File: src/rtl/sram_mem_ctrl_pkg.sv
// Shared types and constants for the memory-stage SRAM controller.
package arm_pkg;
  typedef enum logic [1:0] {IDLE, LO, HI, DONE} mem_state_e;

  localparam int SRAM_BASE_ADDR = 1024;
  localparam int SRAM_DW        = 16;
  localparam int SRAM_AW        = 18;
endpackage

File: src/rtl/sram_mem_ctrl_wait_cnt.sv
// Wait-state counter for one half-word phase; tc flags the last wait cycle.
module sram_wait_cnt #(
  parameter int WAIT_CYCLES = 1
) (
  input  logic clk,
  input  logic rst,
  input  logic clr,
  input  logic en,
  output logic tc
);
  logic [3:0] cnt_q, cnt_d;

  always_comb begin
    cnt_d = cnt_q;
    if (clr)     cnt_d = '0;
    else if (en) cnt_d = cnt_q + 4'd1;
  end

  always_ff @(posedge clk) begin
    if (rst) cnt_q <= '0;
    else     cnt_q <= cnt_d;
  end

  assign tc = (cnt_q == 4'(WAIT_CYCLES - 1));
endmodule

File: src/rtl/sram_mem_ctrl.sv
// Memory-stage controller: 32-bit LDR/STR as two 16-bit async SRAM phases.
// Optional one-entry read cache: define SRAM_MEM_CTRL_RD_CACHE_EN.
module sram_mem_ctrl
  import arm_pkg::*;
#(
  parameter int BASE_ADDR   = SRAM_BASE_ADDR,
  parameter int WAIT_CYCLES = 1,
  parameter int SRAM_AW     = arm_pkg::SRAM_AW
) (
  input  logic               clk,
  input  logic               rst,
  input  logic               mem_r_en,
  input  logic               mem_w_en,
  input  logic [31:0]        alu_res,
  input  logic [31:0]        st_val,
  output logic               ready,
  output logic [31:0]        read_data,
  output logic [SRAM_AW-1:0] sram_addr,
  output logic [SRAM_DW-1:0] sram_dq_out,
  input  logic [SRAM_DW-1:0] sram_dq_in,
  output logic               sram_dq_oe,
  output logic               sram_we_n
);
  localparam int IW = SRAM_AW - 1;

  mem_state_e          state_q, state_d;
  logic [IW-1:0]       idx_q, idx_d, idx_in;
  logic [31:0]         st_q, st_d, rd_q, rd_d, off;
  logic                wr_q, wr_d, req, tc, cnt_clr, cnt_en, phase_d;
  logic [SRAM_AW-1:0]  addr_q, addr_d;
  logic [SRAM_DW-1:0]  dq_q, dq_d;
  logic                we_n_q, we_n_d, oe_q, oe_d;
  logic                hit;
  logic [31:0]         hit_data;

  // Wraps modulo 2^32 for addresses below the base; byte offset bits dropped.
  assign off    = alu_res - 32'(BASE_ADDR);
  assign idx_in = off[IW+1:2];
  assign req    = mem_r_en | mem_w_en;

  sram_wait_cnt #(.WAIT_CYCLES(WAIT_CYCLES)) u_wait_cnt (
    .clk (clk),
    .rst (rst),
    .clr (cnt_clr),
    .en  (cnt_en),
    .tc  (tc)
  );

  always_comb begin
    state_d = state_q;
    idx_d   = idx_q;
    st_d    = st_q;
    wr_d    = wr_q;
    rd_d    = rd_q;
    cnt_clr = 1'b0;
    cnt_en  = 1'b0;
    case (state_q)
      IDLE: begin
        cnt_clr = 1'b1;
        if (req) begin
          idx_d   = idx_in;
          st_d    = st_val;
          wr_d    = mem_w_en;
          state_d = LO;
          if (hit) begin
            rd_d    = hit_data;
            state_d = DONE;
          end
        end
      end
      LO: begin
        cnt_en = 1'b1;
        if (tc) begin
          cnt_clr = 1'b1;
          if (!wr_q) rd_d[15:0] = sram_dq_in;
          state_d = HI;
        end
      end
      HI: begin
        cnt_en = 1'b1;
        if (tc) begin
          cnt_clr = 1'b1;
          if (!wr_q) rd_d[31:16] = sram_dq_in;
          state_d = DONE;
        end
      end
      default: state_d = IDLE;
    endcase

    // SRAM pins are registered from the next state so they are glitch-free.
    phase_d = (state_d == LO) || (state_d == HI);
    we_n_d  = ~(phase_d & wr_d);
    oe_d    = ~we_n_d;
    addr_d  = '0;
    dq_d    = '0;
    if (phase_d) addr_d = {idx_d, (state_d == HI)};
    if (!we_n_d) dq_d = (state_d == HI) ? st_d[31:16] : st_d[15:0];
  end

  always_ff @(posedge clk) begin
    if (rst) begin
      state_q <= IDLE;
      idx_q   <= '0;
      st_q    <= '0;
      wr_q    <= 1'b0;
      rd_q    <= '0;
      addr_q  <= '0;
      dq_q    <= '0;
      we_n_q  <= 1'b1;
      oe_q    <= 1'b0;
    end else begin
      state_q <= state_d;
      idx_q   <= idx_d;
      st_q    <= st_d;
      wr_q    <= wr_d;
      rd_q    <= rd_d;
      addr_q  <= addr_d;
      dq_q    <= dq_d;
      we_n_q  <= we_n_d;
      oe_q    <= oe_d;
    end
  end

`ifdef SRAM_MEM_CTRL_RD_CACHE_EN
  logic          c_vld_q, c_vld_d;
  logic [IW-1:0] c_idx_q, c_idx_d;
  logic [31:0]   c_data_q, c_data_d;

  assign hit      = ~mem_w_en & c_vld_q & (c_idx_q == idx_in);
  assign hit_data = c_data_q;

  always_comb begin
    c_vld_d  = c_vld_q;
    c_idx_d  = c_idx_q;
    c_data_d = c_data_q;
    if (state_q == DONE) begin
      if (!wr_q) begin
        c_vld_d  = 1'b1;
        c_idx_d  = idx_q;
        c_data_d = rd_q;
      end else if (c_vld_q && c_idx_q == idx_q) begin
        c_data_d = st_q;
      end
    end
  end

  always_ff @(posedge clk) begin
    if (rst) begin
      c_vld_q  <= 1'b0;
      c_idx_q  <= '0;
      c_data_q <= '0;
    end else begin
      c_vld_q  <= c_vld_d;
      c_idx_q  <= c_idx_d;
      c_data_q <= c_data_d;
    end
  end
`else
  assign hit      = 1'b0;
  assign hit_data = '0;
`endif

  assign ready       = ((state_q == IDLE) & ~req) | (state_q == DONE);
  assign read_data   = rd_q;
  assign sram_addr   = addr_q;
  assign sram_dq_out = dq_q;
  assign sram_dq_oe  = oe_q;
  assign sram_we_n   = we_n_q;
endmodule

File: config.mk
export PLATFORM = sky130hd
export DESIGN_NAME = sram_mem_ctrl
export DESIGN_NICKNAME = d
export VERILOG_FILES = /design/src/rtl/sram_mem_ctrl_pkg.sv /design/src/rtl/sram_mem_ctrl_wait_cnt.sv /design/src/rtl/sram_mem_ctrl.sv
export SDC_FILE = /design/constraint.sdc
export NUM_CORES = 1
export LEC_CHECK = 0
export CAP_MARGIN = 30
export CORE_MARGIN = 2
export CORE_UTILIZATION = 40
export CTS_BUF_LIST = sky130_fd_sc_hd__clkbuf_8
export CTS_CLUSTER_SIZE = 40
export DETAILED_ROUTE_END_ITERATION = 10
export PLACE_DENSITY = 0.67
export SYNTH_ARGS = -nofsm -noshare
export SYNTH_HDL_FRONTEND = slang
export SYNTH_SLANG_ARGS = --single-unit
File: constraint.sdc
create_clock -name clk -period 3.3 [get_ports clk]
set_input_delay 0.66 -clock clk [delete_from_list [all_inputs] [get_ports clk]]
set_output_delay 0.66 -clock clk [all_outputs]
set_load 0.1 [all_outputs]
==> impl_metrics.xml <==
<?xml version="1.0" encoding="UTF-8"?>
<metrics>
  <group name="sta">
    <metric name="fin_crit_sh" unit="%">80.4</metric>
    <metric name="final.min_clock_period" unit="ns">2.65</metric>
    <metric name="rsz0062_at_grt" unit="">false</metric>
    <metric name="achievable-frequency" unit="GHz">0.377</metric>
    <metric name="max_slew_margin" unit="%">35.7</metric>
    <metric name="totalNegativeSetupSlack" unit="ns">0</metric>
    <metric name="tightestPinTransition" unit="ns">0.962</metric>
    <metric name="setup-violations-final" unit="">0</metric>
    <metric name="clock_skew" unit="ns">0.00994</metric>
    <metric name="final_max_slew_viol_count" unit="">0</metric>
    <metric name="hold_violations" unit="">0</metric>
  </group>
  <group name="route">
    <metric name="detailed_route_via_count" unit="">3889</metric>
    <metric name="drt_pre_antenna_iters" unit="">4</metric>
    <metric name="avgViaCountPerCell" unit="">4.82</metric>
    <metric name="remaining_drc_errors" unit="">0</metric>
    <metric name="drt.antenna.violating_nets" unit="">0</metric>
    <metric name="wl_per_cell" unit="um">13.7</metric>
    <metric name="detail_route.wirelength" unit="um">11100</metric>
    <metric name="drt_iter0_markers" unit="">200</metric>
  </group>
  <group name="logic_synthesis">
    <metric name="netlist-cell-type-count" unit="">40</metric>
    <metric name="synth-edff-count" unit="">0</metric>
    <metric name="synth_top_cell_by_area" unit="">sky130_fd_sc_hd__dfxtp_1</metric>
    <metric name="async_flop_share" unit="%">0</metric>
    <metric name="yosys_register_bits" unit="">124</metric>
    <metric name="synthMostInstantiatedCell" unit="">sky130_fd_sc_hd__dfxtp_1</metric>
    <metric name="ys_seq_area_share" unit="%">50.1</metric>
    <metric name="synth_top_area_share" unit="%">50.1</metric>
    <metric name="synthTopCellsByArea" unit="">sky130_fd_sc_hd__dfxtp_1 50%, sky130_fd_sc_hd__mux2i_1 8.7%, sky130_fd_sc_hd__mux4_2 7.3%</metric>
    <metric name="mapped_avg_cell_area" unit="um2">10.1</metric>
    <metric name="number_of_instances_in_the_synthesized_netlist" unit="">491</metric>
    <metric name="post_synth_instance_area" unit="um2">4950</metric>
    <metric name="synth_nets" unit="">583</metric>
    <metric name="ys_top_cells_by_count" unit="">124 x sky130_fd_sc_hd__dfxtp_1, 66 x sky130_fd_sc_hd__nand2_1, 48 x sky130_fd_sc_hd__nand2b_1</metric>
    <metric name="synth.yosys.warnings" unit="">0</metric>
    <metric name="synth-main-ff-cell" unit="">sky130_fd_sc_hd__dfxtp_1</metric>
  </group>
  <group name="final_layout">
    <metric name="antenna_diode_count" unit="">0</metric>
    <metric name="final_nets" unit="">719</metric>
    <metric name="multiInputGateArea" unit="um2">2290</metric>
    <metric name="filler_cell_count" unit="">1082</metric>
    <metric name="post_route_cells_drive_above_1_share" unit="%">19.6</metric>
    <metric name="area_delta_synth_final" unit="%">35.6</metric>
    <metric name="register_area" unit="um2">2480</metric>
  </group>
  <group name="place">
    <metric name="port_buffers" unit="">137</metric>
    <metric name="hpwl" unit="um">7800</metric>
    <metric name="finalWeightedCongestion" unit="">0.760</metric>
  </group>
  <group name="run">
    <metric name="timing.max_cap.violations" unit="">0</metric>
  </group>
  <group name="clocking">
    <metric name="cts_buffers" unit="">17</metric>
    <metric name="cts_num_sinks" unit="">124</metric>
    <metric name="clockBufferDepth" unit="">2</metric>
    <metric name="cts_resized" unit="">0</metric>
    <metric name="cts.reportedPaths.clkPinSlew" unit="ns">0.06</metric>
    <metric name="cts_hold_buf" unit="">0</metric>
    <metric name="tritoncts" unit="">yes</metric>
    <metric name="cts.repair_timing.setup_buffer_count" unit="">0</metric>
    <metric name="clockRootBuffer" unit="">sky130_fd_sc_hd__clkbuf_8</metric>
    <metric name="clock_insertion_delay_worst_skew" unit="ns">0.44</metric>
    <metric name="cts_max_level" unit="">4</metric>
  </group>
  <group name="die">
    <metric name="initial_utilization" unit="%">41.1</metric>
    <metric name="top_level_port_count" unit="">153</metric>
    <metric name="fp.coreArea" unit="um2">12100</metric>
    <metric name="die_y" unit="um">115</metric>
    <metric name="floorplan.die_area" unit="um2">13300</metric>
    <metric name="horizontal_die_dimension" unit="um">115</metric>
    <metric name="num_rows" unit="">40</metric>
  </group>
  <group name="global_route">
    <metric name="gr-total-overflow" unit="">0</metric>
    <metric name="grt.total_usage" unit="%">17.4</metric>
    <metric name="grt_pass1_vias" unit="">3716</metric>
    <metric name="wire_length_of_the_first_global_routing_pass" unit="um">18000</metric>
    <metric name="antenna_found_initial" unit="">0</metric>
    <metric name="maximum_number_of_pins_on_one_net_before_global_route_repair" unit="">56</metric>
  </group>
  <group name="power">
    <metric name="seqPwrFrac" unit="%">31.6</metric>
    <metric name="vdd.ir_drop.worst" unit="mV">0.420</metric>
    <metric name="netSwitchingPower" unit="mW">2.78</metric>
    <metric name="comb_power_share" unit="%">48.2</metric>
    <metric name="power" unit="mW">6.12</metric>
    <metric name="switching_share" unit="%">45.4</metric>
    <metric name="intPower" unit="mW">3.34</metric>
    <metric name="pwr-share-clk" unit="%">20.2</metric>
    <metric name="leakagePower" unit="nW">2.78</metric>
    <metric name="power_density" unit="nW/um2">911</metric>
  </group>
  <group name="status">
    <metric name="status" unit="">finished, final reports clean</metric>
  </group>
  <group name="min_path">
    <metric name="holdCritPathClass" unit="">reg2reg</metric>
  </group>
  <group name="critical_path">
    <metric name="critical_path_arrival" unit="ns">3.02</metric>
    <metric name="setup_crit_path_kind" unit="">in2reg</metric>
    <metric name="worstSetupStartpointType" unit="">primary input</metric>
    <metric name="cp-end-kind" unit="">flop</metric>
    <metric name="required" unit="ns">3.66</metric>
    <metric name="timing.critical_path.fanout_max" unit="">18</metric>
  </group>
</metrics>
## worst max-delay path, stage by stage
cell	delay (ns)
sky130_fd_sc_hd__clkdlybuf4s50_1	0.55
sky130_fd_sc_hd__nor3b_1	0.31
sky130_fd_sc_hd__o32ai_1	0.16
sky130_fd_sc_hd__nor2_1	0.13
sky130_fd_sc_hd__ha_1	0.23
sky130_fd_sc_hd__or2_2	0.42
sky130_fd_sc_hd__o21bai_1	0.20
sky130_fd_sc_hd__buf_4	0.21
sky130_fd_sc_hd__nor2b_1	0.14
## stage by stage
stage / area (um2) / setup slack, ns / hold slack [ns] / utilization (%) / std cells
floorplan: 4950 / 0.674 / 0.433 / - / 491
global placement: 6350 / 0.283 / 0.438 / 52.6 / 776
detailed placement: 6350 / 0.205 / 0.443 / 52.6 / 776
CTS: 6720 / 0.631 / 0.453 / 55.7 / 807
global route: 6720 / 0.501 / 0.475 / 55.7 / 807
finish: 6720 / 0.647 / 0.455 / 55.7 / 807
## routing by layer
metal,vias to the layer above,GRT usage (%),part of all wire [%]
met5,-,0,0
met4,0,7.63,2.1
met3,20,7.43,8.7
met2,122,26.9,46
met1,1810,21.4,43
li1,1937,-,-
## layout by cell type (no fill, tap or decap), types with 2 or more instances in the layout
cell and count:
sky130_fd_sc_hd__clkinv_2 5, sky130_fd_sc_hd__nand2b_1 48, sky130_fd_sc_hd__nor2_1 34, sky130_fd_sc_hd__xor2_1 3, sky130_fd_sc_hd__a211oi_1 6, sky130_fd_sc_hd__buf_4 70, sky130_fd_sc_hd__clkbuf_8 17, sky130_fd_sc_hd__bufinv_16 2
sky130_fd_sc_hd__nand2_1 66, sky130_fd_sc_hd__and4_1 4, sky130_fd_sc_hd__clkinvlp_4 3, sky130_fd_sc_hd__or2_2 4, sky130_fd_sc_hd__xnor2_1 2, sky130_fd_sc_hd__buf_12 2, sky130_fd_sc_hd__nor3_1 9, sky130_fd_sc_hd__ha_1 8
sky130_fd_sc_hd__clkinv_4 2, sky130_fd_sc_hd__a21oi_1 33, sky130_fd_sc_hd__dfxtp_1 124, sky130_fd_sc_hd__nor4_1 10, sky130_fd_sc_hd__nor3b_1 4, sky130_fd_sc_hd__mux2i_1 43, sky130_fd_sc_hd__mux4_2 16, sky130_fd_sc_hd__nor2b_1 17
sky130_fd_sc_hd__inv_1 10, sky130_fd_sc_hd__clkdlybuf4s50_1 76, sky130_fd_sc_hd__o21ai_0 2
## power groups by stage
stage               sequential (mW)  clock (mW)  combinational, mW
floorplan                      3.24           0               1.05
CTS                            1.94        1.28               2.98
global placement               1.96           0               2.94
detailed placement             1.97           0               2.97
finish                         1.94        1.23               2.95
global route                   1.97        1.34               3.13
## cells by family after synthesis
| logic type | after synthesis | synth area share [%] |
|---|---|---|
| AND/OR/NAND/NOR | 204 | 21.0 |
| flip-flops | 124 | 50.1 |
| adder cells (fa/ha/maj) | 8 | 2.02 |
| AO/OA/AOI/OAI | 50 | 5.89 |
| XOR/XNOR | 5 | 0.884 |
| buffers and inverters | 41 | 4.09 |
| multiplexers | 59 | 16.0 |
## path summary, 6_finish.rpt
| check | slack (ns) | depth (start not counted) | from | end |
|---|---|---|---|---|
| max | 0.65 | 9 | mem_w_en | sram_dq_out[9]$_SDFF_PP0_ |
| min reg2reg | 0.45 | 2 | st_q[20]$_SDFF_PP0_ | st_q[20]$_SDFF_PP0_ |
| min | 0.45 | 2 | st_q[20]$_SDFF_PP0_ | st_q[20]$_SDFF_PP0_ |
| max reg2reg | 0.66 | 10 | state_q[0]$_SDFF_PP0_ | sram_dq_out[9]$_SDFF_PP0_ |
## state kept, by name, indices dropped and copies added, names as in the netlist
name and flops:
read_data 32, st_q 32, sram_addr 18, idx_q 17
sram_dq_out 16, u_wait_cnt.cnt_q 4, state_q 2, sram_dq_oe 1
sram_we_n 1, wr_q 1
## layout make-up
cell class | instances | share of cell area, %
Clock buffer | 17 | 3.48
Clock inverter | 14 | 1.97
Inverter | 9 | 0.503
Multi-Input combinational cell | 326 | 34.1
Sequential cell | 124 | 37.0
Tap cell | 168 | 3.13
Timing Repair Buffer | 149 | 19.8
Power figures use the tool's default switching activity.
==> patch (same settings) <==
Encoding of `mem_state_e`: now one-hot (4 bits for 4 states).
--- a/src/rtl/sram_mem_ctrl_pkg.sv
+++ b/src/rtl/sram_mem_ctrl_pkg.sv
@@ -1,5 +1,5 @@
 // Shared types and constants for the memory-stage SRAM controller.
 package arm_pkg;
-  typedef enum logic [1:0] {IDLE, LO, HI, DONE} mem_state_e;
+  typedef enum logic [3:0] {IDLE = 4'b0001, LO = 4'b0010, HI = 4'b0100, DONE = 4'b1000} mem_state_e;
 
   localparam int SRAM_BASE_ADDR = 1024;
Behaviour: same outputs for any inputs over 4 cycles, from zero or initial values and one cycle with rst high; so few cycles prove little.
==> patch against the original RTL <==
  * Wire length shrank 2.5%
  * Highest routed layer unchanged
  * Setup slack lost 0.13 ns
  * Cell area shrank 3.0%
  * Area after synthesis shrank 3.4%
  * Clock skew grew 0.0013 ns
  * Sequential cell count grew 2
  * Global-route usage is essentially flat
  * Synthesized cell count shrank 3.3%
  * Largest cell class unchanged
Power is not compared: it rests on default switching activity, and its combinational part moved more than twofold at a synthesized area within 25%.
==> patch: results (changes against the original RTL) <==
| Metric | Value |
|---|---|
| Switching share of power | 0.305 |
| Tot GR Track Use | 0.174 (about the same) |
| Top post-synthesis cells by area | dfxtp_1, mux2i_1, mux4_2 (unchanged) |
| Skew final | 0.0113 ns (was 0.00994 ns) |
| Top FF cell, synth | dfxtp_1 (unchanged) |
| Commonest cells in the netlist | dfxtp_1, nor2_1, nand2_1 (was dfxtp_1, nand2_1, nand2b_1) |
| Crit-path max cell delay | 0.43 ns (was 0.55 ns) |
| Netlist cell types | 44 (was 40) |
| Dpl hpwl | 7.25 mm (was 7.80 mm) |
| # H-tree levels | 4 (unchanged) |
| CTS root buf | clkbuf_8 (unchanged) |
| Peak VDD IR | 0.000312 V |
| Nets | 697 (was 719) |
| Proportion of layout cells with a drive suffix above 1 | 0.207 (was 0.196) |
| Routed wire length | 10.8 mm (was 11.1 mm) |
| Warning count from the yosys run | 0 (unchanged) |
| DR pass1 iterations | 4 (unchanged) |
| Largest net degree at the start of global routing | 86 (was 56) |
| Via count | 3788 (was 3889) |
| Worst-path maximum fanout | 11 (was 18) |
| Critical path arrival | 2.12 ns (was 3.02 ns) |
| Slew of the pin with the lowest slew margin | 0.962 ns (about the same) |
| Vias in the first global route | 3719 (was 3716) |
| CTS Buf Count | 17 (unchanged) |
| GP Congestion | 0.733 (was 0.760) |
| Global-route wire length before repair | 17.7 mm (was 18.0 mm) |
| Syn nets | 562 (was 583) |
| Drt initial violations | 172 (was 200) |
| Avg WL per Cell | 14.1 um (was 13.7 um) |
| Status | completed (unchanged) |
| Register area share after synthesis | 0.527 (was 0.501) |
| Classification of the worst-slack hold path | flop to flop (unchanged) |
[patch: final timing paths]
check	depth (start not counted)	slack [ns]	start	to
worst max-delay path	6	0.52	mem_r_en	ready
worst min-delay path	2	0.45	st_q[6]	st_q[6]
worst max register to register	7	0.96	u_wait_cnt.cnt_q[0]	read_data[16]
worst min register to register	2	0.45	st_q[6]	st_q[6]
[patch: logic make-up after synthesis]
logic type / after synthesis / share of synthesized area
flops: 126 / 0.527
simple gates: 185 / 0.180
xor+xnor: 7 / 0.0128
compound gates: 58 / 0.0750
mux: 59 / 0.157
buf+inv: 37 / 0.0400
fa+ha+maj: 3 / 0.00784
[patch: cell type report]
cell class,instances,area [sq um]
Fill cell,1045,5050
Sequential cell,126,2520
Multi-Input combinational cell,312,2090
Timing Repair Buffer,147,1310
Clock buffer,22,303
Tap cell,143,179
Clock inverter,9,93.8
Inverter,6,22.5
[patch: layer usage]
metal | up-vias | track usage | wire length (um)
met2 | 118 | 0.265 | 4800
met3 | 20 | 0.0808 | 944
met5 | - | 0 | 0
met4 | 0 | 0.0699 | 201
met1 | 1771 | 0.216 | 4870
li1 | 1879 | - | -
[patch: power by group through the flow]
stage          registers (mW)  clock network (mW)  logic, mW
2_1_floorplan            2.00                   0      0.364
3_3_place_gp             1.71                   0      0.884
3_5_place_dp             1.71                   0      0.897
4_1_cts                  1.68                1.35      0.900
5_1_grt                  1.69                1.42      0.949
6_report                 1.68                1.31      0.891
[patch: stage by stage]
step	instance area (sq um)	std cells	utilization	total power [mW]	setup slack, ns
2_1_floorplan	4790	475	-	2.37	0.143
3_3_place_gp	6120	734	0.529	2.59	0.509
3_5_place_dp	6120	734	0.529	2.61	0.505
4_1_cts	6520	765	0.563	3.93	0.501
5_1_grt	6520	765	0.563	4.06	0.449
6_report	6520	765	0.563	3.88	0.519
[patch: worst max-delay path, delay by kind of cell]
kind | cells | cell delay [ns]
buffers and inverters | 2 | 0.64
AO/OA/AOI/OAI | 1 | 0.07
AND/OR/NAND/NOR | 3 | 0.74
